### src/rtl/uart_mmio_peripheral.sv
// Memory-mapped 8N1 UART on the data-memory bus: register decode, TX and RX FSMs,
// programmable baud divider, combinational read-back.
module uart_mmio_peripheral #(
   parameter logic [31:0] BASE_ADDR   = 32'h0000_1000,
   parameter logic [15:0] DEFAULT_DIV = 16'd15,
   parameter logic [15:0] DIV_MIN     = 16'd3
) (
   input  logic        clk,
   input  logic        reset,
   input  logic [31:0] ADDR,
   input  logic [1:0]  WE,
   input  logic        RE,
   input  logic [31:0] WD,
   output logic [31:0] RD,
   output logic        sel,
   input  logic        uart_rx,
   output logic        uart_tx,
   output logic        irq
);

   localparam int unsigned CNT_W  = 16;
   localparam int unsigned BYTE_W = 8;
   localparam int unsigned BIT_W  = 3;

   typedef enum logic [1:0] {
      S_IDLE,
      S_START,
      S_DATA,
      S_STOP
   } state_e;

   // ---------------------------------------------------------------- decode
   logic [1:0] offs;
   logic       wr_c;
   logic       tx_wr_c;
   logic       rx_pop_c;
   logic       stat_wr_c;
   logic       div_wr_c;
   logic       unused_bits;

   assign sel       = (ADDR[31:4] == BASE_ADDR[31:4]);
   assign offs      = ADDR[3:2];
   assign wr_c      = sel & (WE != 2'b00);
   assign tx_wr_c   = wr_c & (offs == 2'd0);
   assign stat_wr_c = wr_c & (offs == 2'd2);
   assign div_wr_c  = wr_c & (offs == 2'd3);
   // a load that also carries a write enable is treated as a write only
   assign rx_pop_c  = sel & RE & (WE == 2'b00) & (offs == 2'd1);
   assign unused_bits = ^{ADDR[1:0], WD[31:16]};

   // ---------------------------------------------------------------- baud divider
   logic [CNT_W-1:0] div_q, div_d;
   logic [CNT_W:0]   period_c;
   logic [CNT_W-1:0] half_c;

   assign period_c = (CNT_W+1)'(div_q) + (CNT_W+1)'(1);
   assign half_c   = period_c[CNT_W:1];

   always_comb begin
      div_d = div_q;
      if (div_wr_c) begin
         div_d = (WD[15:0] < DIV_MIN) ? DIV_MIN : WD[15:0];
      end
   end

   // ---------------------------------------------------------------- TX
   state_e            tx_state_q, tx_state_d;
   logic [CNT_W-1:0]  tx_cnt_q, tx_cnt_d;
   logic [BIT_W-1:0]  tx_bit_q, tx_bit_d;
   logic [BYTE_W-1:0] tx_shift_q, tx_shift_d;
   logic              tx_line_q, tx_line_d;
   logic              tx_busy_q, tx_busy_d;

   // busy falls in the same edge that returns to IDLE, so a store in that cycle is dropped
   always_comb begin
      tx_state_d = tx_state_q;
      tx_cnt_d   = tx_cnt_q;
      tx_bit_d   = tx_bit_q;
      tx_shift_d = tx_shift_q;
      tx_line_d  = tx_line_q;
      tx_busy_d  = tx_busy_q;
      unique case (tx_state_q)
         S_IDLE: begin
            if (tx_wr_c && !tx_busy_q) begin
               tx_state_d = S_START;
               tx_cnt_d   = div_q;
               tx_shift_d = WD[7:0];
               tx_bit_d   = '0;
               tx_line_d  = 1'b0;
               tx_busy_d  = 1'b1;
            end
         end
         S_START: begin
            if (tx_cnt_q == '0) begin
               tx_state_d = S_DATA;
               tx_cnt_d   = div_q;
               tx_bit_d   = '0;
               tx_line_d  = tx_shift_q[0];
               tx_shift_d = {1'b0, tx_shift_q[BYTE_W-1:1]};
            end else begin
               tx_cnt_d = tx_cnt_q - CNT_W'(1);
            end
         end
         S_DATA: begin
            if (tx_cnt_q == '0) begin
               tx_cnt_d = div_q;
               if (tx_bit_q == BIT_W'(7)) begin
                  tx_state_d = S_STOP;
                  tx_line_d  = 1'b1;
               end else begin
                  tx_bit_d   = tx_bit_q + BIT_W'(1);
                  tx_line_d  = tx_shift_q[0];
                  tx_shift_d = {1'b0, tx_shift_q[BYTE_W-1:1]};
               end
            end else begin
               tx_cnt_d = tx_cnt_q - CNT_W'(1);
            end
         end
         S_STOP: begin
            if (tx_cnt_q == '0) begin
               tx_state_d = S_IDLE;
               tx_busy_d  = 1'b0;
            end else begin
               tx_cnt_d = tx_cnt_q - CNT_W'(1);
            end
         end
         default: tx_state_d = S_IDLE;
      endcase
   end

   // ---------------------------------------------------------------- RX
   logic              rx_meta_q, rx_sync_q;
   state_e            rx_state_q, rx_state_d;
   logic [CNT_W-1:0]  rx_cnt_q, rx_cnt_d;
   logic [BIT_W-1:0]  rx_bit_q, rx_bit_d;
   logic [BYTE_W-1:0] rx_shift_q, rx_shift_d;
   logic              rx_done_c;
   logic              rx_ferr_c;

   // start is confirmed half a bit after the falling edge; the FSM leaves STOP at the sample
   always_comb begin
      rx_state_d = rx_state_q;
      rx_cnt_d   = rx_cnt_q;
      rx_bit_d   = rx_bit_q;
      rx_shift_d = rx_shift_q;
      rx_done_c  = 1'b0;
      rx_ferr_c  = 1'b0;
      unique case (rx_state_q)
         S_IDLE: begin
            if (!rx_sync_q) begin
               rx_state_d = S_START;
               rx_cnt_d   = half_c - CNT_W'(1);
            end
         end
         S_START: begin
            if (rx_cnt_q == '0) begin
               if (!rx_sync_q) begin
                  rx_state_d = S_DATA;
                  rx_cnt_d   = div_q;
                  rx_bit_d   = '0;
               end else begin
                  rx_state_d = S_IDLE;
               end
            end else begin
               rx_cnt_d = rx_cnt_q - CNT_W'(1);
            end
         end
         S_DATA: begin
            if (rx_cnt_q == '0) begin
               rx_cnt_d   = div_q;
               rx_shift_d = {rx_sync_q, rx_shift_q[BYTE_W-1:1]};
               if (rx_bit_q == BIT_W'(7)) begin
                  rx_state_d = S_STOP;
               end else begin
                  rx_bit_d = rx_bit_q + BIT_W'(1);
               end
            end else begin
               rx_cnt_d = rx_cnt_q - CNT_W'(1);
            end
         end
         S_STOP: begin
            if (rx_cnt_q == '0) begin
               rx_state_d = S_IDLE;
               rx_done_c  = rx_sync_q;
               rx_ferr_c  = ~rx_sync_q;
            end else begin
               rx_cnt_d = rx_cnt_q - CNT_W'(1);
            end
         end
         default: rx_state_d = S_IDLE;
      endcase
   end

   // ---------------------------------------------------------------- RX holding register and flags
   logic [BYTE_W-1:0] rx_byte_q, rx_byte_d;
   logic              rx_valid_q, rx_valid_d;
   logic              rx_ovr_q, rx_ovr_d;
   logic              ferr_q, ferr_d;

   // clears first, then set events, so a new error beats a same-cycle W1C
   always_comb begin
      rx_byte_d  = rx_byte_q;
      rx_valid_d = rx_valid_q;
      rx_ovr_d   = rx_ovr_q;
      ferr_d     = ferr_q;
      if (stat_wr_c) begin
         if (WD[3]) ferr_d   = 1'b0;
         if (WD[2]) rx_ovr_d = 1'b0;
      end
      if (rx_pop_c) rx_valid_d = 1'b0;
      if (rx_done_c) begin
         if (!rx_valid_q || rx_pop_c) begin
            rx_byte_d  = rx_shift_q;
            rx_valid_d = 1'b1;
         end else begin
            rx_ovr_d = 1'b1;
         end
      end
      if (rx_ferr_c) ferr_d = 1'b1;
   end

   // ---------------------------------------------------------------- state registers
   always_ff @(posedge clk or negedge reset) begin
      if (!reset) begin
         div_q      <= DEFAULT_DIV;
         tx_state_q <= S_IDLE;
         tx_cnt_q   <= '0;
         tx_bit_q   <= '0;
         tx_shift_q <= '0;
         tx_line_q  <= 1'b1;
         tx_busy_q  <= 1'b0;
         rx_meta_q  <= 1'b1;
         rx_sync_q  <= 1'b1;
         rx_state_q <= S_IDLE;
         rx_cnt_q   <= '0;
         rx_bit_q   <= '0;
         rx_shift_q <= '0;
         rx_byte_q  <= '0;
         rx_valid_q <= 1'b0;
         rx_ovr_q   <= 1'b0;
         ferr_q     <= 1'b0;
      end else begin
         div_q      <= div_d;
         tx_state_q <= tx_state_d;
         tx_cnt_q   <= tx_cnt_d;
         tx_bit_q   <= tx_bit_d;
         tx_shift_q <= tx_shift_d;
         tx_line_q  <= tx_line_d;
         tx_busy_q  <= tx_busy_d;
         rx_meta_q  <= uart_rx;
         rx_sync_q  <= rx_meta_q;
         rx_state_q <= rx_state_d;
         rx_cnt_q   <= rx_cnt_d;
         rx_bit_q   <= rx_bit_d;
         rx_shift_q <= rx_shift_d;
         rx_byte_q  <= rx_byte_d;
         rx_valid_q <= rx_valid_d;
         rx_ovr_q   <= rx_ovr_d;
         ferr_q     <= ferr_d;
      end
   end

   // ---------------------------------------------------------------- outputs
   assign uart_tx = tx_line_q;
   assign irq     = rx_valid_q | rx_ovr_q | ferr_q;

   always_comb begin
      RD = '0;
      if (sel) begin
         unique case (offs)
            2'd1:    RD = {24'b0, rx_byte_q};
            2'd2:    RD = {28'b0, ferr_q, rx_ovr_q, rx_valid_q, tx_busy_q};
            2'd3:    RD = {16'b0, div_q};
            default: RD = '0;
         endcase
      end
   end

endmodule
### config.mk
export PLATFORM = sky130hd
export DESIGN_NAME = uart_mmio_peripheral
export DESIGN_NICKNAME = d
export VERILOG_FILES = /design/src/rtl/uart_mmio_peripheral.sv
export SDC_FILE = /design/constraint.sdc
export NUM_CORES = 1
export LEC_CHECK = 0
export CAP_MARGIN = 20
export CORE_MARGIN = 4
export CORE_UTILIZATION = 58
export DETAILED_ROUTE_END_ITERATION = 10
export PLACE_DENSITY = 0.83
export REMOVE_ABC_BUFFERS = 1
export SYNTH_ARGS = -nofsm -noshare
export SYNTH_HDL_FRONTEND = slang
export SYNTH_SLANG_ARGS = --single-unit
### constraint.sdc
create_clock -name clk -period 4.3 [get_ports clk]
set_input_delay 0.86 -clock clk [delete_from_list [all_inputs] [get_ports clk]]
set_output_delay 0.86 -clock clk [all_outputs]
set_load 0.05 [all_outputs]
==> run_results.csv, run 1 <==
group,metric,value,unit
run_status,status,"complete, no violations",
clock_tree,clkTransAtPathRegs,90,ps
placed_design,hpwlAfterDp,12.0,mm
synth,postSynthAreaPerCell,8.62,µm²
synth,ys_seq_area_share,37.5,%
sta,finClkSkew,10.9,ps
cells_and_area,seq_area,0.00224,mm²
floorplanning,die_w,109,µm
clock_tree,cts_setup_buffers,0,
sta,finalMaxSlewViolations,0,
placed_design,placed_cells,861,
sta,tns,0,ps
power,vdd_ir_drop_max,0.181,mV
synth,yosysWarnings,0,
clock_tree,cts_root_buf,"clkbuf_8",
worst_hold_path,hold_path.class,"reg -> reg",
detailed_routing,drt_first_pass_iters,7,
cells_and_area,nets,827,
global_route,grt_use_total,28.8,%
detailed_routing,routed_via_density,6.26,
cells_and_area,syn2layout_area_growth,17.4,%
placed_design,portBuffers,70,
synth,synthFlopType,"dfrtp_1",
sta,hold_slack,360,ps
detailed_routing,wl,16.4,mm
detailed_routing,ant_nets,0,
sta,clock.fmax,250,MHz
global_route,grt_first_pass_wirelength,26.9,mm
sta,slew-limit-headroom,42.5,%
power,leakage,2.89,nW
floorplanning,rows,36,
detailed_routing,vias,5490,
cells_and_area,final_area,0.00700,mm²
sta,min_period_over_period,93.1,%
critical_path,r2r-start,"rx_cnt_q[0]$_DFFE_PN0P_",
cells_and_area,diodes,0,
floorplanning,initial_core_util,60.2,%
clock_tree,clockBufferDepth,2,
critical_path,crit_family,"simple AND/OR/NAND/NOR gates",
clock_tree,htree_levels,3,
synth,netlist_instances,692,
detailed_routing,drc,0,
global_route,grt_pass1_vias,5488,
floorplanning,fp.dieArea,0.0120,mm²
sta,setup_viol,0,
placed_design,gp_congestion,0.967,
synth,synth-async-reset-ratio,100,%
clock_tree,cts_tree,"yes",
synth,synth_edf_count,0,
detailed_routing,wl_per_cell,18.7,µm
critical_path,critical-path-max-stage-delay,420,ps
power,powerDensity,234,mW/mm²
flow_run,cap_violations,0,
critical_path,endpoint_kind,"output pin",
global_route,grt_max_degree,69,
sta,post-route-min-period,4000,ps
worst_hold_path,holdCritStartpoint,"rx_meta_q$_DFF_PN1_",
detailed_routing,initialDrtViolationCount,400,
cells_and_area,multi_input_area,0.00340,mm²
floorplanning,io-pin-count,105,
cells_and_area,final_layout_size_suffix_gt1_share,12.8,%
power,total_power,1.64,mW
critical_path,arrival,3140,ps
critical_path,path_buf_inv,3,
cells_and_area,fillers,774,
clock_tree,clock_latency,370,ps
critical_path,crit_start,"ADDR[5]",
critical_path,worstPathCellList,"clkdlybuf4s50_1, nor4_1, nand4_1, or2_2, inv_1, nand2_1, nor2_2, and2_1, buf_12",
cells_and_area,fin_cells,877,
critical_path,crit_required,3440,ps
clock_tree,numCtsBuffers,9,
placed_design,place_area,0.00676,mm²
global_route,grt.overflow.total,0,
critical_path,crit_type,"in -> out",
synth,synth_compound_area_share,20.1,%
synth,synth_top_family_by_area,"compound AO/OA/AOI/OAI gates",
clock_tree,cts_sinks,89,
floorplanning,coreArea,0.00991,mm²
critical_path,cp_max_fo,9,
sta,worst_slew_pin_slew,863,ps
synth,synth_adder_area_share,3.78,%
synth,synth_cell_type_count,62,
sta,rsz0062_at_grt,"false",
global_route,antenna_found_initial,0,
floorplanning,die_h,109,µm
synth,synth_mux_area_share,8.75,%
synth,synthSimpleGateAreaFrac,19.1,%
critical_path,slowest_stage,"or2_2",
sta,hold_viol_final,0,
synth,synth_seq_cells,89,
critical_path,setup.worst_path.start_class,"input pin",
synth,synth-xor-area-share,4.26,%
synth,netlist_area,0.00596,mm²
[cell type report]
| type | instances | area share (%) |
|---|---|---|
| clock buffers | 11 | 2.16 |
| clock inverters | 5 | 1.22 |
| inverters | 23 | 1.23 |
| multi-input cells | 537 | 48.6 |
| flip-flops and latches | 89 | 31.9 |
| well taps | 133 | 2.38 |
| repair buffers | 79 | 12.5 |
[cell usage in the layout, fill, tap and decap left out, drive strengths merged, types with 5 or more instances in the layout]
cell type,instances
nor3b,5
nand2,68
ha,18
dfstp,7
nand2b,6
or2,5
xor2,5
o21ai,73
mux2,33
a211oi,11
nor2,60
dfrtp,82
nand3,19
buf,27
nor4,21
clkbuf,11
inv,25
conb,16
xnor2,24
and2,7
clkdlybuf4s50,52
a32oi,6
a22oi,13
a21oi,34
mux2i,15
o31ai,8
nor3,25
o211ai,5
nand4,7
[metrics by stage]
stage / util, % / setup slack [ps]
after detailed placement: 68.2 / 267
after floorplan: - / 123
after global routing: 70.6 / 33.5
final: 70.6 / 296
after global placement: 68.2 / 347
after CTS: 70.6 / 238
[worst paths after layout]
check	to	cells past startpoint	slack, ps
worst max-delay path	RD[8]	9	300
worst min register to register	rx_sync_q$_DFF_PN1_	0	360
min in group asynchronous	tx_shift_q[6]$_DFFE_PN0P_	1	580
worst max register to register	rx_cnt_q[12]$_DFFE_PN0P_	11	1250
worst min-delay path	rx_sync_q$_DFF_PN1_	0	360
max in group asynchronous	rx_cnt_q[14]$_DFFE_PN0P_	2	2840
[synthesized netlist by cell type, drive strengths merged, types with 11 or more instances]
master | instances | share of area [%]
nand2 | 68 | 4.3
ha | 18 | 3.8
nor4 | 21 | 2.2
nor2 | 60 | 3.8
mux2i | 15 | 2.5
inv | 23 | 1.4
a211oi | 11 | 1.4
nand3 | 19 | 1.6
a21oi | 34 | 2.9
a22oi | 13 | 1.6
buf | 28 | 3.1
nor3 | 25 | 2.1
xnor2 | 24 | 3.5
dfrtp | 82 | 34
clkbuf | 30 | 1.9
mux2 | 33 | 6.2
o21ai | 73 | 6.1
[flip-flops by register name, indices dropped and copies added, names as in the netlist, named ones only]
| register | count |
|---|---|
| rx_cnt_q | 16 |
| rx_byte_q | 8 |
| rx_bit_q | 3 |
| uart_tx | 1 |
| tx_shift_q | 8 |
| rx_meta_q | 1 |
| tx_cnt_q | 16 |
| ferr_q | 1 |
| div_q | 16 |
| tx_busy_q | 1 |
| tx_bit_q | 3 |
| rx_state_q | 1 |
| rx_shift_q | 8 |
| rx_valid_q | 1 |
| rx_ovr_q | 1 |
| rx_sync_q | 1 |
| tx_state_q | 2 |
[where the power goes]
| part | leakage (nW) | internal, mW | switching [mW] |
|---|---|---|---|
| Sequential | 1.11 | 0.838 | 0.000799 |
| Combinational | 1.66 | 0.0458 | 0.0661 |
| Clock | 0.117 | 0.364 | 0.324 |
| Total | 2.89 | 1.25 | 0.391 |
[routing by layer]
layer,vias to the layer above,wire length [µm],GRT usage (%)
li1,2569,-,-
met1,2646,6890,37.4
met2,241,7850,46.5
met3,34,1240,6.87
met4,0,417,11.1
met5,-,0,0
[worst reg2reg max path: stages, from the launching register on]
cell and delay [ps]:
dfrtp_1 440, inv_1 100, ha_1 180, nor3b_1 200, buf_4 180, nand2_1 200
or2_2 440, o21ai_1 540, buf_4 340, nor4_1 80, a21oi_1 140, o21ai_0 90
[kinds of logic after synthesis]
family	count (synthesis)
compound gates	188
xor+xnor	29
fa+ha+maj	18
buf+inv	81
flops	89
mux	48
other cells	1
simple gates	238
[repair_timing]
action                     in CTS  in global routing
setup endpoints to repair       0                  6
hold buffers                    0                  0
gates resized for setup         0                  1
No activity file was read; power rests on OpenSTA's default activity.
==> run 2, diff against run 1 <==
--- a/config.mk
+++ b/config.mk
@@ -7,9 +7,10 @@
 export LEC_CHECK = 0
 export CAP_MARGIN = 20
 export CORE_MARGIN = 4
-export CORE_UTILIZATION = 58
+export CORE_UTILIZATION = 60
+export CTS_BUF_LIST = sky130_fd_sc_hd__clkbuf_2 sky130_fd_sc_hd__clkbuf_4 sky130_fd_sc_hd__clkbuf_8
 export DETAILED_ROUTE_END_ITERATION = 10
-export PLACE_DENSITY = 0.83
+export PLACE_DENSITY = 0.85
 export REMOVE_ABC_BUFFERS = 1
 export SYNTH_ARGS = -nofsm -noshare
 export SYNTH_HDL_FRONTEND = slang
==> constraint.sdc (replaced) <==
create_clock -name clk -period 5 [get_ports clk]
set_input_delay 1 -clock clk [delete_from_list [all_inputs] [get_ports clk]]
set_output_delay 1 -clock clk [all_outputs]
set_load 0.05 [all_outputs]
==> run 2 against run 1 <==
Effect of this change:
- worst setup slack gained 240 ps
- total power decreased by 18%
- register-to-register slack gained 710 ps
- sequential share of layout area is 0.43 points higher
- global-route usage up 0.58 points
- count of clock-buffer cells in the layout shrank 1
- combinational power shrank 14%
- wire length decreased by 0.48%
- first-iteration DRC count shrank 4.3%
- flip-flop and latch count stayed put
- largest cell class unchanged
==> run_results.csv, run 2 (synthesized netlist as in run 1, its figures left out) <==
group,metric,value,unit
critical_path,arrival,3460,ps
cells_and_area,diodes,0,
floorplanning,initial_core_util,61.3,%
clock_tree,htree_levels,3,
clock_tree,cts_root_buf,"clkbuf_8",
detailed_routing,vias,5558,
sta,finClkSkew,16.6,ps
detailed_routing,wl,16.3,mm
critical_path,cp_max_fo,8,
critical_path,critical-path-max-stage-delay,810,ps
floorplanning,coreArea,0.00973,mm²
global_route,grt_max_degree,46,
sta,slew-limit-headroom,41.3,%
worst_hold_path,holdCritStartpoint,"rx_meta_q$_DFF_PN1_",
critical_path,crit_required,4000,ps
power,vdd_ir_drop_max,0.223,mV
clock_tree,cts_sinks,89,
worst_hold_path,hold_end,"rx_sync_q$_DFF_PN1_",
cells_and_area,nets,827,
worst_hold_path,hold_path.class,"reg -> reg",
detailed_routing,routed_via_density,6.34,
clock_tree,cts_setup_buffers,0,
critical_path,endpoint_kind,"output pin",
cells_and_area,final_common_cell,"dfrtp_1",
detailed_routing,initialDrtViolationCount,383,
power,power_frac_comb,7.2,%
global_route,grt.overflow.total,0,
critical_path,path_buf_inv,3,
critical_path,setup.worst_path.start_class,"input pin",
floorplanning,io-pin-count,105,
floorplanning,die_w,108,µm
global_route,grt_pass1_vias,5496,
power,leakage,2.84,nW
placed_design,gp_congestion,0.955,
sta,finalMaxSlewViolations,0,
worst_hold_path,min_path_cells,0,
run_status,status,"complete, no violations",
placed_design,portBuffers,70,
critical_path,worstPathCellList,"clkdlybuf4s50_1, nor4_1, nand4_1, or2_2, inv_1, nand2_1, nor2_1, clkdlybuf4s50_1",
global_route,grt_first_pass_wirelength,27.1,mm
critical_path,crit_start,"ADDR[5]",
global_route,grt_use_total,29.3,%
critical_path,r2r-end,"tx_cnt_q[7]$_DFFE_PN0P_",
power,power.internal,1.00,mW
cells_and_area,largestRegisters,"div_q: 16 flops, rx_cnt_q: 16 flops, tx_cnt_q: 16 flops",
placed_design,placed_cells,861,
cells_and_area,mostFrequentLayoutCells,"dfrtp_1, nand2_1, nor2_1, clkdlybuf4s50_1, o21ai_0",
sta,worst_slew_pin_slew,878,ps
sta,setup_viol,0,
clock_tree,clock_latency,370,ps
power,pwr-share-clk,39.3,%
power,powerDensity,195,mW/mm²
cells_and_area,syn2layout_area_growth,15.8,%
sta,clock.fmax,224,MHz
clock_tree,clkTransAtPathRegs,90,ps
clock_tree,cts_tree,"yes",
floorplanning,die_h,108,µm
clock_tree,cts_resized,0,
clock_tree,numCtsBuffers,9,
critical_path,r2r-start,"tx_cnt_q[7]$_DFFE_PN0P_",
cells_and_area,fin_cells,877,
critical_path,crit_family,"buffers and inverters",
clock_tree,clockBufferDepth,2,
clock_tree,ctsHoldBuffers,0,
critical_path,ff2ff_path_depth,7,
critical_path,crit_top_cell,"clkdlybuf4s50_1",
flow_run,cap_violations,0,
global_route,antenna_found_initial,0,
power,seq_power_share,53.5,%
power,switchingPower,0.343,mW
detailed_routing,drt_first_pass_iters,5,
sta,min_period_over_period,89.2,%
floorplanning,rows,36,
cells_and_area,final_layout_size_suffix_gt1_share,11.8,%
critical_path,reg2reg_setup_slack,1960,ps
sta,hold_viol_final,0,
floorplanning,fp.dieArea,0.0116,mm²
power,power_switching_share,25.5,%
detailed_routing,wl_per_cell,18.6,µm
critical_path,crit_type,"in -> out",
critical_path,slowest_stage,"clkdlybuf4s50_1",
sta,tns,0,ps
placed_design,hpwlAfterDp,11.8,mm
detailed_routing,drc,0,
sta,rsz0062_at_grt,"false",
sta,post-route-min-period,4460,ps
detailed_routing,ant_nets,0,
-- run 2: power groups by stage --
| stage | registers, mW | logic, mW | clock network [mW] |
|---|---|---|---|
| after global placement | 0.735 | 0.0951 | 0 |
| after global routing | 0.722 | 0.103 | 0.567 |
| after floorplan | 0.736 | 0.0330 | 0 |
| after CTS | 0.722 | 0.0969 | 0.536 |
| after detailed placement | 0.736 | 0.0966 | 0 |
| final | 0.722 | 0.0967 | 0.530 |
-- run 2: layer usage --
layer / GRT usage (%) / routed length [µm] / vias up
met5: 0 / 0 / -
met2: 47.3 / 7840 / 265
met4: 14.1 / 603 / 0
met1: 38.5 / 6710 / 2679
met3: 4.74 / 1160 / 54
li1: - / - / 2560
-- run 2: final cells by class --
type	instances	area, µm²
Timing Repair Buffer	79	813
Tap cell	133	166
Fill cell	747	2820
Sequential cell	89	2240
Inverter	23	86.3
Clock buffer	10	131
Clock inverter	6	73.8
Multi-Input combinational cell	537	3400
-- run 2: worst max-delay path by stage --
stage	slack, ps	end	depth (start not counted)
floorplan	540	RD[11]	6
global placement	590	RD[4]	8
detailed placement	570	RD[4]	8
CTS	540	RD[4]	8
global route	410	RD[4]	8
finish	540	RD[4]	8
-- run 2: stage by stage --
stage | setup slack [ps] | utilization (%) | hold slack, ps | power [mW] | cell area (µm²)
3_5_place_dp | 567 | 68.9 | 347 | 0.832 | 6700
3_3_place_gp | 588 | 68.9 | 346 | 0.831 | 6700
6_report | 539 | 71.0 | 359 | 1.35 | 6910
4_1_cts | 545 | 71.0 | 360 | 1.35 | 6910
5_1_grt | 411 | 71.0 | 370 | 1.39 | 6910
2_1_floorplan | 543 | - | 345 | 0.769 | 5720
==> run 3, diff against run 2 <==
--- a/config.mk
+++ b/config.mk
@@ -7,10 +7,10 @@
 export LEC_CHECK = 0
 export CAP_MARGIN = 20
 export CORE_MARGIN = 4
-export CORE_UTILIZATION = 60
+export CORE_UTILIZATION = 55
 export CTS_BUF_LIST = sky130_fd_sc_hd__clkbuf_2 sky130_fd_sc_hd__clkbuf_4 sky130_fd_sc_hd__clkbuf_8
 export DETAILED_ROUTE_END_ITERATION = 10
-export PLACE_DENSITY = 0.85
+export PLACE_DENSITY = 0.79
 export REMOVE_ABC_BUFFERS = 1
 export SYNTH_ARGS = -nofsm -noshare
 export SYNTH_HDL_FRONTEND = slang
==> constraint.sdc (replaced) <==
create_clock -name clk -period 4.86 [get_ports clk]
set_input_delay 0.972 -clock clk [delete_from_list [all_inputs] [get_ports clk]]
set_output_delay 0.972 -clock clk [all_outputs]
set_load 0.05 [all_outputs]
==> run 3 against run 2 <==
Effect of this change:
- combinational power up 2.8%
- non-clock buffer count down 2
- clock power up 3%
- utilization down 5.1 points
- register-to-register slack worse by 230 ps
- wire length up 1.2%
- critical path depth up 1
- die area up 8.4%
- total power up 3.1%
- largest power group unchanged
==> run_results.csv, run 3 (synthesized netlist as in run 1, its figures left out) <==
group,metric,value,unit
run_status,status,"complete, no violations",
floorplanning,die_h,112,µm
floorplanning,fp.dieArea,0.0126,mm²
sta,worst_slew_pin_slew,934,ps
power,leakage,2.84,nW
clock_tree,cts_root_buf,"clkbuf_8",
floorplanning,io-pin-count,105,
detailed_routing,vias,5520,
critical_path,slowest_stage,"clkdlybuf4s50_1",
critical_path,worstPathCellList,"clkdlybuf4s50_1, nor4_1, nand4_1, or2_2, inv_1, nand2_1, nor2_1, and2_1, buf_12",
critical_path,crit_family,"simple AND/OR/NAND/NOR gates",
placed_design,place_area,0.00669,mm²
clock_tree,cts_resized,0,
cells_and_area,mostFrequentLayoutCells,"dfrtp_1, nand2_1, nor2_1, clkdlybuf4s50_1, o21ai_0",
critical_path,crit_required,3890,ps
floorplanning,coreArea,0.0105,mm²
floorplanning,initial_core_util,57.0,%
detailed_routing,wl,16.5,mm
sta,min_period_over_period,89.2,%
sta,setup_viol,0,
sta,hold_viol_final,0,
worst_hold_path,hold_path.class,"reg -> reg",
detailed_routing,wl_per_cell,18.8,µm
floorplanning,rows,37,
clock_tree,ctsHoldBuffers,0,
sta,finalMaxSlewViolations,0,
critical_path,crit_type,"in -> out",
clock_tree,htree_levels,3,
floorplanning,die_w,112,µm
global_route,grt_first_pass_wirelength,26.8,mm
detailed_routing,drc,0,
detailed_routing,initialDrtViolationCount,381,
sta,tns,0,ps
sta,post-route-min-period,4330,ps
clock_tree,numCtsBuffers,9,
cells_and_area,largestRegisters,"div_q: 16 flops, rx_cnt_q: 16 flops, tx_cnt_q: 16 flops",
critical_path,cp_max_fo,9,
critical_path,arrival,3360,ps
clock_tree,cts_sinks,89,
cells_and_area,fillers,876,
flow_run,cap_violations,0,
clock_tree,clockBufferDepth,2,
global_route,grt_use_total,26.0,%
sta,clock.fmax,231,MHz
critical_path,critical-path-max-stage-delay,420,ps
detailed_routing,drt_first_pass_iters,6,
detailed_routing,ant_nets,0,
global_route,grt_max_degree,57,
cells_and_area,diodes,0,
cells_and_area,syn2layout_area_growth,15.6,%
critical_path,setup.worst_path.start_class,"input pin",
clock_tree,cts_setup_buffers,0,
global_route,antenna_found_initial,0,
clock_tree,cts_tree,"yes",
clock_tree,clock_latency,370,ps
placed_design,gp_congestion,0.949,
placed_design,hpwlAfterDp,11.8,mm
sta,rsz0062_at_grt,"false",
cells_and_area,final_common_cell,"dfrtp_1",
cells_and_area,nets,825,
cells_and_area,final_area,0.00690,mm²
sta,slew-limit-headroom,37.7,%
cells_and_area,final_layout_size_suffix_gt1_share,11.7,%
sta,finClkSkew,15.5,ps
critical_path,endpoint_kind,"output pin",
global_route,grt_pass1_vias,5413,
power,vdd_ir_drop_max,0.151,mV
sta,hold_slack,361,ps
global_route,grt.overflow.total,0,
power,powerDensity,201,mW/mm²
placed_design,portBuffers,70,
detailed_routing,routed_via_density,6.29,
clock_tree,clkTransAtPathRegs,90,ps
critical_path,path_buf_inv,3,
## run 3: cell count changes in the layout (fill, tap and decap cells not counted), sizes merged
| cell | previous run | this run |
|---|---|---|
| buf | 21 | 20 |
| clkbuf | 10 | 11 |
| clkdlybuf4s50 | 58 | 57 |
| clkinv | 0 | 2 |
| clkinvlp | 2 | 1 |
| inv | 26 | 24 |
## run 3: area by class of cell
cell class / instances / area [µm²] / share of cell area, %
clock inverter: 5 / 63.8 / 0.925
inverter: 23 / 86.3 / 1.25
clock buffer: 11 / 145 / 2.10
tap: 136 / 170 / 2.47
multi-input combinational: 537 / 3400 / 49.3
timing repair buffer: 77 / 796 / 11.5
sequential: 89 / 2240 / 32.4
## run 3: final timing paths
kind	from	endpoint	slack, ps	cells after the start
max in group asynchronous	reset	rx_sync_q$_DFF_PN1_	3240	2
min in group asynchronous	reset	tx_cnt_q[1]$_DFFE_PN0P_	660	1
worst max register to register	rx_cnt_q[6]$_DFFE_PN0P_	rx_cnt_q[9]$_DFFE_PN0P_	1730	8
worst max-delay path	ADDR[5]	RD[15]	530	9
worst min register to register	rx_meta_q$_DFF_PN1_	rx_sync_q$_DFF_PN1_	360	0
worst min-delay path	rx_meta_q$_DFF_PN1_	rx_sync_q$_DFF_PN1_	360	0
## run 3: where the power goes
| part | total [mW] | internal (mW) | switching [mW] |
|---|---|---|---|
| sequential | 0.742 | 0.742 | 0.000688 |
| clock | 0.548 | 0.262 | 0.286 |
| combinational | 0.0994 | 0.0409 | 0.0585 |
## run 3: layer usage
metal	part of all wire [%]	track usage, %	routed length, µm	up-vias
met5	0	0	0	-
met4	2.6	10.7	437	0
met3	7.0	4.31	1160	34
met2	47	41.8	7740	244
met1	43	35.1	7170	2672
li1	-	-	-	2570
## run 3: worst register-to-register path: stages, from the launching register on
cell      delay, ps
dfrtp_1         430
nor4_1          660
nand2_1         360
o41ai_2         720
buf_4           300
nand2b_1        190
nor3_1           70
a21oi_1         140
o221ai_1        140
## run 3: metrics by stage
| step | cells | setup slack [ps] | total power [mW] | utilization (%) |
|---|---|---|---|---|
| global placement | 862 | 640 | 0.855 | 63.9 |
| global route | 878 | 305 | 1.43 | 65.9 |
| finish | 878 | 527 | 1.39 | 65.9 |
| detailed placement | 862 | 538 | 0.856 | 63.9 |
| floorplan | 649 | 459 | 0.791 | - |
| CTS | 878 | 530 | 1.39 | 65.9 |
